[src/rtl/accelerator_convolution_arbiter.sv]
// accelerator_convolution_arbiter: round-robin arbiter that lets four gate
//   controllers share one matrix convolution engine, one transaction at a time.
// Latency: request to DONE_OUT is 4 CLK edges minimum (grant, start, wait, done);
//   a new grant is possible every 4 cycles.
// Backpressure: REQ_IN is level-held and re-evaluated only in IDLE; WAIT holds
//   until ENGINE_READY arrives, or until the watchdog expires when it is enabled.
// Optional feature macro: ACCELERATOR_CONVOLUTION_ARBITER_WATCHDOG_EN enables the
//   WAIT-state watchdog (ERROR_OUT pulse after TIMEOUT_CYCLES WAIT cycles).
// Ports:
//   CLK, RST           clock, asynchronous active-high reset (also resets the engine)
//   REQ_IN             per-requester request level
//   DATA_A_IN/B_IN     packed operands, requester n at [n*DATA_SIZE +: DATA_SIZE]
//   GNT_OUT            one-hot grant or zero
//   DONE_OUT           one-cycle completion pulse to the granted requester
//   RESULT_OUT         last captured engine result
//   BUSY_OUT           high whenever the FSM is not in IDLE
//   ERROR_OUT          one-cycle watchdog abort pulse
//   ENGINE_*           start strobe, ready strobe, latched operands, result
module accelerator_convolution_arbiter #(
  parameter int DATA_SIZE      = 64,
  parameter int REQUESTERS     = 4,
  parameter int TIMEOUT_CYCLES = 1024
) (
  input  logic                            CLK,
  input  logic                            RST,
  input  logic [REQUESTERS-1:0]           REQ_IN,
  input  logic [REQUESTERS*DATA_SIZE-1:0] DATA_A_IN,
  input  logic [REQUESTERS*DATA_SIZE-1:0] DATA_B_IN,
  output logic [REQUESTERS-1:0]           GNT_OUT,
  output logic [REQUESTERS-1:0]           DONE_OUT,
  output logic [DATA_SIZE-1:0]            RESULT_OUT,
  output logic                            BUSY_OUT,
  output logic                            ERROR_OUT,
  output logic                            ENGINE_START,
  input  logic                            ENGINE_READY,
  output logic [DATA_SIZE-1:0]            ENGINE_DATA_A,
  output logic [DATA_SIZE-1:0]            ENGINE_DATA_B,
  input  logic [DATA_SIZE-1:0]            ENGINE_DATA_OUT
);

  localparam int IDX_W = $clog2(REQUESTERS);

  typedef enum logic [1:0] {ST_IDLE, ST_START, ST_WAIT, ST_DONE} state_t;

  state_t                  state_q, state_d;
  logic [IDX_W-1:0]        ptr_q, ptr_d;
  logic [IDX_W-1:0]        idx_q, idx_d;
  logic [REQUESTERS-1:0]   gnt_q, gnt_d;
  logic [REQUESTERS-1:0]   done_q, done_d;
  logic                    err_q, err_d;
  logic [DATA_SIZE-1:0]    result_q, result_d;
  logic [DATA_SIZE-1:0]    eng_a_q, eng_a_d;
  logic [DATA_SIZE-1:0]    eng_b_q, eng_b_d;

`ifdef ACCELERATOR_CONVOLUTION_ARBITER_WATCHDOG_EN
  localparam int CNT_W = (TIMEOUT_CYCLES > 1) ? $clog2(TIMEOUT_CYCLES) : 1;
  // Counts completed WAIT cycles; the abort fires in the TIMEOUT_CYCLES-th one.
  logic [CNT_W-1:0]        cnt_q, cnt_d;
`endif

  // Round-robin pick: first asserted request at or after ptr_q, wrapping.
  logic                    pick_vld;
  logic [IDX_W-1:0]        pick_idx;
  logic [IDX_W-1:0]        cand;

  always_comb begin
    pick_vld = 1'b0;
    pick_idx = ptr_q;
    cand     = '0;
    for (int k = 0; k < REQUESTERS; k++) begin
      cand = ptr_q + IDX_W'(k);
      if (!pick_vld && REQ_IN[cand]) begin
        pick_vld = 1'b1;
        pick_idx = cand;
      end
    end
  end

  always_comb begin
    state_d  = state_q;
    ptr_d    = ptr_q;
    idx_d    = idx_q;
    gnt_d    = gnt_q;
    done_d   = '0;
    err_d    = 1'b0;
    result_d = result_q;
    eng_a_d  = eng_a_q;
    eng_b_d  = eng_b_q;
`ifdef ACCELERATOR_CONVOLUTION_ARBITER_WATCHDOG_EN
    cnt_d    = cnt_q;
`endif
    case (state_q)
      ST_IDLE: begin
        if (pick_vld) begin
          state_d         = ST_START;
          idx_d           = pick_idx;
          gnt_d           = '0;
          gnt_d[pick_idx] = 1'b1;
          eng_a_d         = DATA_A_IN[int'(pick_idx)*DATA_SIZE +: DATA_SIZE];
          eng_b_d         = DATA_B_IN[int'(pick_idx)*DATA_SIZE +: DATA_SIZE];
        end
      end
      ST_START: begin
        state_d = ST_WAIT;
`ifdef ACCELERATOR_CONVOLUTION_ARBITER_WATCHDOG_EN
        cnt_d   = '0;
`endif
      end
      ST_WAIT: begin
        // A ready strobe in the expiry cycle still wins over the abort.
        if (ENGINE_READY) begin
          result_d = ENGINE_DATA_OUT;
          state_d  = ST_DONE;
        end
`ifdef ACCELERATOR_CONVOLUTION_ARBITER_WATCHDOG_EN
        else if (cnt_q == CNT_W'(TIMEOUT_CYCLES - 1)) begin
          // Abort straight to IDLE: requester still gets its DONE pulse,
          // RESULT_OUT keeps the previous result.
          err_d   = 1'b1;
          done_d  = gnt_q;
          gnt_d   = '0;
          ptr_d   = idx_q + IDX_W'(1);
          state_d = ST_IDLE;
        end else begin
          cnt_d = cnt_q + CNT_W'(1);
        end
`endif
      end
      ST_DONE: begin
        done_d  = gnt_q;
        gnt_d   = '0;
        ptr_d   = idx_q + IDX_W'(1);
        state_d = ST_IDLE;
      end
      default: state_d = ST_IDLE;
    endcase
  end

  always_ff @(posedge CLK or posedge RST) begin
    if (RST) begin
      state_q  <= ST_IDLE;
      ptr_q    <= '0;
      idx_q    <= '0;
      gnt_q    <= '0;
      done_q   <= '0;
      err_q    <= 1'b0;
      result_q <= '0;
      eng_a_q  <= '0;
      eng_b_q  <= '0;
`ifdef ACCELERATOR_CONVOLUTION_ARBITER_WATCHDOG_EN
      cnt_q    <= '0;
`endif
    end else begin
      state_q  <= state_d;
      ptr_q    <= ptr_d;
      idx_q    <= idx_d;
      gnt_q    <= gnt_d;
      done_q   <= done_d;
      err_q    <= err_d;
      result_q <= result_d;
      eng_a_q  <= eng_a_d;
      eng_b_q  <= eng_b_d;
`ifdef ACCELERATOR_CONVOLUTION_ARBITER_WATCHDOG_EN
      cnt_q    <= cnt_d;
`endif
    end
  end

  assign GNT_OUT       = gnt_q;
  assign DONE_OUT      = done_q;
  assign RESULT_OUT    = result_q;
  assign BUSY_OUT      = (state_q != ST_IDLE);
  assign ENGINE_START  = (state_q == ST_START);
  assign ENGINE_DATA_A = eng_a_q;
  assign ENGINE_DATA_B = eng_b_q;

`ifdef ACCELERATOR_CONVOLUTION_ARBITER_WATCHDOG_EN
  assign ERROR_OUT = err_q;
`else
  assign ERROR_OUT = 1'b0;
  // err_q is never set without the watchdog; these keep the unused pieces referenced.
  logic unused_watchdog;
  assign unused_watchdog = err_q ^ (^TIMEOUT_CYCLES);
`endif

endmodule

[config.mk]
export PLATFORM = sky130hd
export DESIGN_NAME = accelerator_convolution_arbiter
export DESIGN_NICKNAME = d
export VERILOG_FILES = /design/src/rtl/accelerator_convolution_arbiter.sv
export SDC_FILE = /design/constraint.sdc
export NUM_CORES = 1
export LEC_CHECK = 0
export ABC_AREA = 1
export BUFFER_PORTS_ARGS = -buffer_cell sky130_fd_sc_hd__buf_2
export CAP_MARGIN = 20
export CORE_AREA = 2 2 303 305
export DETAILED_ROUTE_END_ITERATION = 7
export DIE_AREA = 0 0 305 307
export PLACE_DENSITY = 0.37
export SETUP_SLACK_MARGIN = 0.05
export SLEW_MARGIN = 5
export SYNTH_ARGS = -nofsm -noshare
export SYNTH_HDL_FRONTEND = slang
export SYNTH_SLANG_ARGS = --single-unit
export TNS_END_PERCENT = 5
[constraint.sdc]
create_clock -name CLK -period 8.78 [get_ports CLK]
set_input_delay 2.634 -clock CLK [delete_from_list [all_inputs] [get_ports CLK]]
set_output_delay 2.634 -clock CLK [all_outputs]
set_load 0.02 [all_outputs]
-- Word level (Yosys, flattened, before mapping)
Cells that the tools add are included.
- output and inout bits: 203
- input port bits: 583
- register bits: 206
- logic and storage cells: 62
- mux-type cells: 23
- reduce and logical (&&, ||, !) cells: 14
- $add $sub $neg: 4
- order comparisons: 6
- equality and inequality tests: 5
- shifts and indexed selects: 2
- operators with widths (operator ; count):
    $shiftx A256 B9 Y64 ; 2
    $lt A2 B3 Y1 const B ; 5
    $mux W2 ; 5
    $mux W1 ; 9
    $bmux W1 S2 ; 4
    $mux W4 ; 2
    $pmux W2 S4 ; 1
    $pmux W4 S2 ; 1
    $reduce_and A2 Y1 ; 4
    $add A2 B1 Y2 const B ; 2
    $add A2 B2 Y2 const B ; 2
    $eq A2 B2 Y1 const B ; 2
    $logic_and A1 B1 Y1 ; 4
    $ne A2 B2 Y1 const B ; 2
    $reduce_bool A2 Y1 ; 2
    $logic_not A1 Y1 ; 3
    $demux W1 S2 ; 1
    $eq A2 B1 Y1 const B ; 1
    $ge A2 B1 Y1 const B ; 1
    $logic_not A2 Y1 ; 1

-- Depth between registers and ports, before layout
Gate-level depths: netlist of run 1.
- depth after elaboration: 18
- mapped depth: 18
- mapped depth without buffers: 15

-- Least setup slack after synthesis of run 1
OpenSTA, ideal clock, no wires.
- path kind: input port to flip-flop
- from: in REQ_IN[2]
- to: reg eng_b_q[31], in the netlist ENGINE_DATA_B[31]
- stages on the path: 16
- slack: 4.832 ns
- setup time: 0.117 ns
- path buffers: 2
- arrival: 3.831 ns
- required time: 8.663 ns
- cells stage by stage: inv_1 -> nand2_1 -> nand2_1 -> nand2_1 -> nand2_1 -> nand3_1 -> inv_1 -> nand2_1 -> nand3_1 -> nand2_1 -> buf_4 -> buf_2 -> nand2_1 -> nand2_1 -> nand2_1 -> nand2_1
- cells in the longest elaborated chain, start to end: 13
- elaborated cells between the ends (all ways): 23
- those cells by class: 1 x shift; 15 x mux; 7 x reduce/logical
- RTL lines (element ; line ; text):
    start, declared ; 26 ; input logic [REQUESTERS-1:0] REQ_IN,
    $bmux W1 S2 ; 72 ; if (!pick_vld && REQ_IN[cand]) begin
    $mux W1 (not written as such) ; 72 ;
    $mux W1 ; 72 ;
    $logic_not A1 Y1 ; 72 ;
    $logic_and A1 B1 Y1 ; 72 ;
    $mux W1 ; 72 ;
    $logic_not A1 Y1 ; 72 ;
    $logic_and A1 B1 Y1 ; 72 ;
    $mux W1 ; 72 ;
    $logic_not A1 Y1 ; 72 ;
    $logic_and A1 B1 Y1 ; 72 ;
    $mux W2 / $mux W1 (equally long branches) ; 72 ;
    $shiftx A256 B9 Y64 / $reduce_and A2 Y1 (equally long branches) ; -- ;
    end signal, assigned ; 162 ; eng_b_q <= eng_b_d;
    end, declared ; 53 ; logic [DATA_SIZE-1:0] eng_b_q, eng_b_d;
Several ways; a longest one is shown, not always the timed one. The select of a mux whose other input is x is not followed.
A chain may end at the register's enable or synchronous reset.

-- Worst setup path after layout of run 1
- from: in REQ_IN[2]
- to: reg eng_b_q[14], in the netlist ENGINE_DATA_B[14]
Same word-level chain as after synthesis.

==> results of run 1 <==
==> worst paths after layout <==
check | slack (ns) | end | from | cells after the start
worst max-delay path | 3.98 | ENGINE_DATA_B[14] | REQ_IN[2] | 14
worst min-delay path | 0.47 | ENGINE_DATA_B[30] | ENGINE_DATA_B[30] | 2
worst max register to register | 5.19 | ENGINE_DATA_B[14] | ptr_q[0] | 14
worst min register to register | 0.47 | ENGINE_DATA_B[30] | ENGINE_DATA_B[30] | 2
max in group asynchronous | 5.38 | ENGINE_DATA_B[36] | RST | 3
min in group asynchronous | 2.06 | RESULT_OUT[42] | RST | 2
==> per-layer routing <==
metal | track usage (%) | up-vias | wire length, um
met5 | 0 | - | 142
met4 | 4.54 | 20 | 2100
met3 | 3.67 | 102 | 5240
met2 | 25.9 | 593 | 35600
met1 | 18.2 | 7612 | 30400
li1 | - | 8157 | -
==> area by class of cell <==
| cell class | count | area, sq um | area share [%] |
|---|---|---|---|
| Multi-Input combinational cell | 1714 | 7730 | 39.4 |
| Timing Repair Buffer | 801 | 4150 | 21.2 |
| Clock inverter | 9 | 163 | 0.830 |
| Inverter | 25 | 106 | 0.542 |
| Antenna cell | 4 | 10.0 | 0.0510 |
| Tap cell | 1186 | 1480 | 7.57 |
| Clock buffer | 43 | 808 | 4.12 |
| Sequential cell | 206 | 5150 | 26.3 |
==> sequential cells by signal, indices dropped and copies added, names as in the netlist <==
register and cells:
idx_q 2, ENGINE_DATA_A 64, ENGINE_DATA_B 64, DONE_OUT 4
state_q 2, ptr_q 2, RESULT_OUT 64, GNT_OUT 4
==> through the flow <==
stage	utilization, %	hold slack, ns	instance area, sq um
after floorplan	-	0.473	13900
after global placement	20.5	0.459	18600
after detailed placement	20.5	0.459	18600
after CTS	21.6	0.474	19600
after global routing	21.6	0.488	19600
final	21.6	0.470	19600
==> cells in the final DEF, fill, tap and decap left out, types with 4 or more instances in the layout <==
cell,n
nand3_1,527
bufinv_16,4
o21ai_0,8
mux2_2,64
buf_4,9
inv_1,21
nand2_1,1090
clkbuf_16,29
buf_2,784
buf_12,8
diode_2,4
ha_1,5
dfrtp_1,206
o22ai_1,4
clkbuf_1,11
==> logic make-up (layout without fill, tap and decap cells) <==
logic type                 Yosys count  in the layout
AOI/OAI and AO/OA                   13             13
xor gates and xnor gates             1              1
adders and majority gates            5              5
buffers and inverters              203            878
DFF                                206            206
muxes                               64             64
other                                1              5
and+or+nand+nor                   1630           1630
==> power groups by stage <==
stage / sequential [mW] / combinational (mW) / clock, mW
after floorplan: 2.19 / 4.28 / 0
after global placement: 1.70 / 6.86 / 0
after detailed placement: 1.70 / 6.83 / 0
after CTS: 1.69 / 6.86 / 1.31
after global routing: 1.74 / 7.57 / 1.34
final: 1.68 / 6.67 / 1.24
==> critical path, cell delays in order <==
cell and delay [ns]:
buf_2 0.10, nand2_1 0.05, nand2_1 0.11, nand2_1 0.06
nand2_1 0.18, nand4_4 0.24, nand2_8 0.56, buf_4 0.61
nand3_1 0.28, nand2_1 0.13, nand2_1 0.05, nand2_1 0.08
nand2_1 0.05, nand2_1 0.08
==> run summary, run 1 <==
Setup repair bufs after CTS - 0
Final setup fails - 0
Critical path class - in -> reg
Initial antenna violation count - 17
Initial core utilization - 15.4%
NetSw - 5.45 mW
Layout cells sized above 1 - 32.9%
Register share of total power - 17.6%
Die Y - 307 um
TNS Setup - 0 ns
Vias in the first global route - 16600
Top post-synthesis cells by count - nand2_1 (1093), nand3_1 (527), dfrtp_1 (206)
Vias per inst - 4.13
Wirelength, routed - 73500 um
Status - finished, final reports clean
WL/cell - 18.4 um
Critical path endpoint category - flop
Root Buffer - clkbuf_16
CTS clk-pin slew, worst paths - 0.05 ns
Synthesized flop and latch total - 206
Mapped Nets - 2711
CTS tree - done
Post-synthesis mux area share - 5.18%
Final hold violation count - 0
Clk buf depth - 3
DRT antenna net count - 0
HPWL after DPL - 53100 um
DRC errors left - 0
Compound-cell area share of the yosys netlist - 0.503%
Clock H-tree levels - 1
Fin crit share - 54.7%
Synth warn - 0
EDFF count, synth - 0
Worst Tran Pin Value - 1.04 ns
Clk_lat worst skew - 0.61 ns
Area growth syn-to-layout - 40.8%
CORE AREA - 90700 sq um
Post-route minimum period - 4.80 ns
Share of Yosys cell area claimed by the top area cell type - 37.0%
Sequential share of the synthesized area - 37.0%
Leak - 11.4 nW
Final Slew Violations - 0
Synth Area in Adders - 0.449%
GRT Residual Overflow - 0
Combinational family with the most area after synthesis - simple AND/OR/NAND/NOR gates
Post-CTS Resized - 0
Syn_area_per_cell - 6.56 sq um
Ys async rst share - 100%
Synth Area in XOR/XNOR - 0.0629%
Most common cell in the netlist - nand2_1
VDD IR max - 0.450 mV
CTS Buf Count - 29
Routability cong. - 0.811
Die width - 305 um
RSZ-0062 raised after global routing - no
Non-filler cells in the finished layout - 3988
DRT Pass-1 Iters - 5
Overall Power - 9.60 mW
Clock Skew - 0.0328 ns
Worst slew margin - 30.7%
Switching fraction of total power - 56.8%
Post-Syn Instances - 2123
Global-route wire length before repair - 108000 um
Synth area leaders - dfrtp_1 (37%), nand2_1 (29%), nand3_1 (19%), mux2_2 (5.2%), buf_2 (3.7%)
# rows - 111
Combinational share of power - 69.5%
Max-cap viol count - 0
Cts hold-fix bufs - 0
Peak Freq - 208 MHz
1st-iter DRT viols - 998
PwrDens - 489 nW/um^2
CP startpoint kind - input pin
Die area - 93600 sq um
Mapped cell area - 13900 sq um
FILL cells - 10500
Top_reg_cell synth - dfrtp_1
Post-synth top area cell - dfrtp_1
Clock power share - 13.0%
Hold crit path type - reg -> reg
Crit path DAT - 5.32 ns
Dpl cells - 3932
Fin worst setup slack - 3.98 ns
Internal power - 4.14 mW
DP Worst Slack - 3.36 ns
Net total in the final layout - 3365
WP data required - 9.30 ns
Largest fanout on the critical path - 93
# IOs - 786
Cell variety after synth - 22
Via count - 16500
Pin count of the biggest net entering global routing - 150
Simple-Gate Fraction of Synth Area - 48.9%
Gr usage total - 15.0%
Clk sinks - 206
Port-buffer cells - 784
(Power assumes the default switching activity.)
==> run 2: changes to the inputs <==
Settings changed: ABC_AREA 1 to 0, CORE_AREA 2 2 303 305 to 2 2 309 311, DIE_AREA 0 0 305 307 to 0 0 311 313, PLACE_DENSITY 0.37 to 0.34.
Clock period 8.78 ns to 4.7 ns, I/O delays scaled along.
==> run 2 against run 1 <==
  * Synthesized area decreased by 13%
  * Clock power increased by 98%
  * Worst hold slack improved by 0.020 ns
  * Sequential share of layout area increased by 1.5 points
  * Core utilization decreased by 1.9 points
  * Total power increased by 32%
  * Flip-flop and latch count unchanged
==> run summary, run 2 <==
Net total in the final layout - 2447 (-27%)
CP startpoint kind - flop
Final hold violation count - 0 (unchanged)
WL/cell - 23.6 um (+28%)
Max-cap viol count - 0 (unchanged)
Internal power - 6.73 mW (+62%)
TNS Setup - 0 ns (unchanged)
Minimum hold slack - 0.489 ns (+0.0195 ns)
# rows - 113 (+1.8%)
Final setup fails - 0 (unchanged)
Peak Freq - 294 MHz
Gr usage total - 14.6% (-0.40 points)
Layout cells sized above 1 - 51.9% (+19 points)
Syn_area_per_cell - 10.5 sq um (+60%)
Post-Syn Instances - 1156 (-46%)
Most common cell in the netlist - dfrtp_1
Wirelength, routed - 74500 um (+1.3%)
CORE AREA - 94200 sq um (+3.8%)
VDD IR max - 0.211 mV (-53%)
Top_reg_cell synth - dfrtp_1
Mapped Nets - 1744 (-36%)
NetSw - 5.95 mW (+9.2%)
DRC errors left - 0 (unchanged)
Ys async rst share - 100% (unchanged)
RSZ-0062 raised after global routing - no
Clock power share - 19.4% (+6.4 points)
CTS clk-pin slew, worst paths - 0.06 ns (about the same)
Sequential share of the synthesized area - 42.6% (+5.6 points)
Port-buffer cells - 784 (unchanged)
HPWL after DPL - 54700 um (+3.1%)
Commonest cells after routing, fill and taps aside - buf_2 (784), dfrtp_1 (206), a21oi_1 (92)
Leak - 8.32 nW (-27%)
Clock H-tree levels - 1 (unchanged)
Clk_lat worst skew - 0.61 ns (about the same)
Top post-synthesis cells by count - dfrtp_1 (206), a21oi_1 (92)
Via count - 13700 (-17%)
# IOs - 786 (unchanged)
Die Y - 313 um (+2.0%)
Initial antenna violation count - 27 (+10)
CTS tree - done
Synthesized flop and latch total - 206 (unchanged)
WP data required - 3.29 ns (-6.01 ns)
Worst Tran Pin Value - 0.946 ns (-0.0929 ns)
Worst slew margin - 36.9% (+6.2 points)
Commonest non-fill, non-tap cell in the layout - buf_2
Critical path endpoint category - output port
GRT Residual Overflow - 0 (unchanged)
Global-route wire length before repair - 105000 um (-2.6%)
Share of Yosys cell area claimed by the top area cell type - 42.6% (+5.6 points)
EDFF count, synth - 0 (unchanged)
Cell variety after synth - 48 (+120%)
Hold crit path type - reg -> reg
Overall Power - 12.7 mW (+32%)
Routability cong. - 0.845 (+4.1%)
Initial core utilization - 12.9% (-2.5 points)
Post-route minimum period - 3.40 ns
Pin count of the biggest net entering global routing - 129 (-14%)
Area growth syn-to-layout - 53.4%
Final Slew Violations - 0 (unchanged)
CTS Buf Count - 30 (+3.4%)
CP startpoint - state_q[0]
Clock Skew - 0.00741 ns (-0.0254 ns)
Register share of total power - 25.4% (+7.8 points)
Vias in the first global route - 14500 (-13%)
Cts hold-fix bufs - 0 (unchanged)
Worst reg2reg path startpoint - ptr_q[1]
Crit path DAT - 1.99 ns (-3.33 ns)
Largest fanout on the critical path - 6 (-94%)
DRT antenna net count - 0 (unchanged)
Synth area leaders - dfrtp_1 (43%), a221o_1 (7.3%), o22a_1 (6.4%), mux2_2 (6.0%), o31ai_1 (5.5%)
Post-synth top area cell - dfrtp_1
Die area - 97300 sq um (+4.0%)
Status - finished, final reports clean
Hold Crit Start - idx_q[0]
Mapped cell area - 12100 sq um (-13%)
PwrDens - 683 nW/um^2 (+40%)
1st-iter DRT viols - 793 (-21%)
Switching fraction of total power - 47.0% (-9.9 points)
Clk buf depth - 3 (unchanged)
Vias per inst - 4.33 (+4.7%)
Combinational share of power - 55.2% (-14 points)
Fin crit share - 72.4%
Post-CTS Resized - 0 (unchanged)
DRT Pass-1 Iters - 5 (unchanged)
Die width - 311 um (+2.0%)
Root Buffer - clkbuf_16
Clk sinks - 206 (unchanged)
Setup repair bufs after CTS - 0 (unchanged)
Synth warn - 0 (unchanged)
Critical path class - reg -> out
-- run 2: power by group through the flow --
stage | Clock, mW | Combinational (mW) | Sequential (mW)
finish | 2.46 | 7.00 | 3.23
global route | 2.63 | 7.51 | 3.34
CTS | 2.56 | 7.13 | 3.23
detailed placement | 0 | 7.12 | 3.24
global placement | 0 | 7.08 | 3.24
floorplan | 0 | 3.31 | 4.20
-- run 2: final timing paths --
kind	end	slack, ns	depth (start not counted)
setup / recovery	BUSY_OUT	1.30	4
hold / removal	ptr_q[0]	0.49	1
setup reg to reg	ENGINE_DATA_A[45]	1.62	6
hold reg to reg	ptr_q[0]	0.49	1
max in group asynchronous	ENGINE_DATA_A[35]	2.85	3
min in group asynchronous	ENGINE_DATA_B[14]	0.91	2
-- run 2: cells by family (layout without fill, tap and decap cells) --
| logic type | after synthesis | in the layout | share of synthesized area, % |
|---|---|---|---|
| DFF | 206 | 206 | 42.6 |
| AOI/OAI and AO/OA | 464 | 464 | 30.3 |
| muxes | 104 | 104 | 9.26 |
| other | 1 | 8 | 0.0310 |
| xor gates and xnor gates | 1 | 1 | 0.0723 |
| buffers and inverters | 156 | 883 | 6.17 |
| and+or+nand+nor | 219 | 219 | 11.1 |
| adders and majority gates | 5 | 5 | 0.517 |
-- run 2: worst max-delay path, cell delays in order, from the launching register on --
cell and delay [ns]:
dfrtp_1 0.40, inv_1 0.10, ha_1 0.30, inv_1 0.30, buf_2 0.27
-- run 2: metrics by stage --
| step | instances | util (%) | setup WS [ns] | area, sq um |
|---|---|---|---|---|
| 2_1_floorplan | 1156 | - | 0.618 | 12100 |
| 3_3_place_gp | 3092 | 18.6 | 0.725 | 17500 |
| 3_5_place_dp | 3092 | 18.6 | 0.648 | 17500 |
| 4_1_cts | 3148 | 19.7 | 1.24 | 18600 |
| 5_1_grt | 3151 | 19.7 | 1.19 | 18600 |
| 6_report | 3155 | 19.7 | 1.30 | 18600 |
-- run 2: per-layer routing --
metal	vias to the layer above	global-route usage, %	wire length (um)
met3	125	4.40	5430
met5	-	0	265
met2	567	25.2	36800
li1	6085	-	-
met4	40	4.87	2430
met1	6838	17.1	29600
-- run 2: cell type report --
type                       instances  area (sq um)
antenna                            7          17.5
clock inverter                    20           233
clock buffer                      36           823
timing repair buffer             822          4400
sequential                       206          5150
fill                           10600         75600
tap                             1265          1580
inverter                           5          22.5
multi-input combinational        794          6340
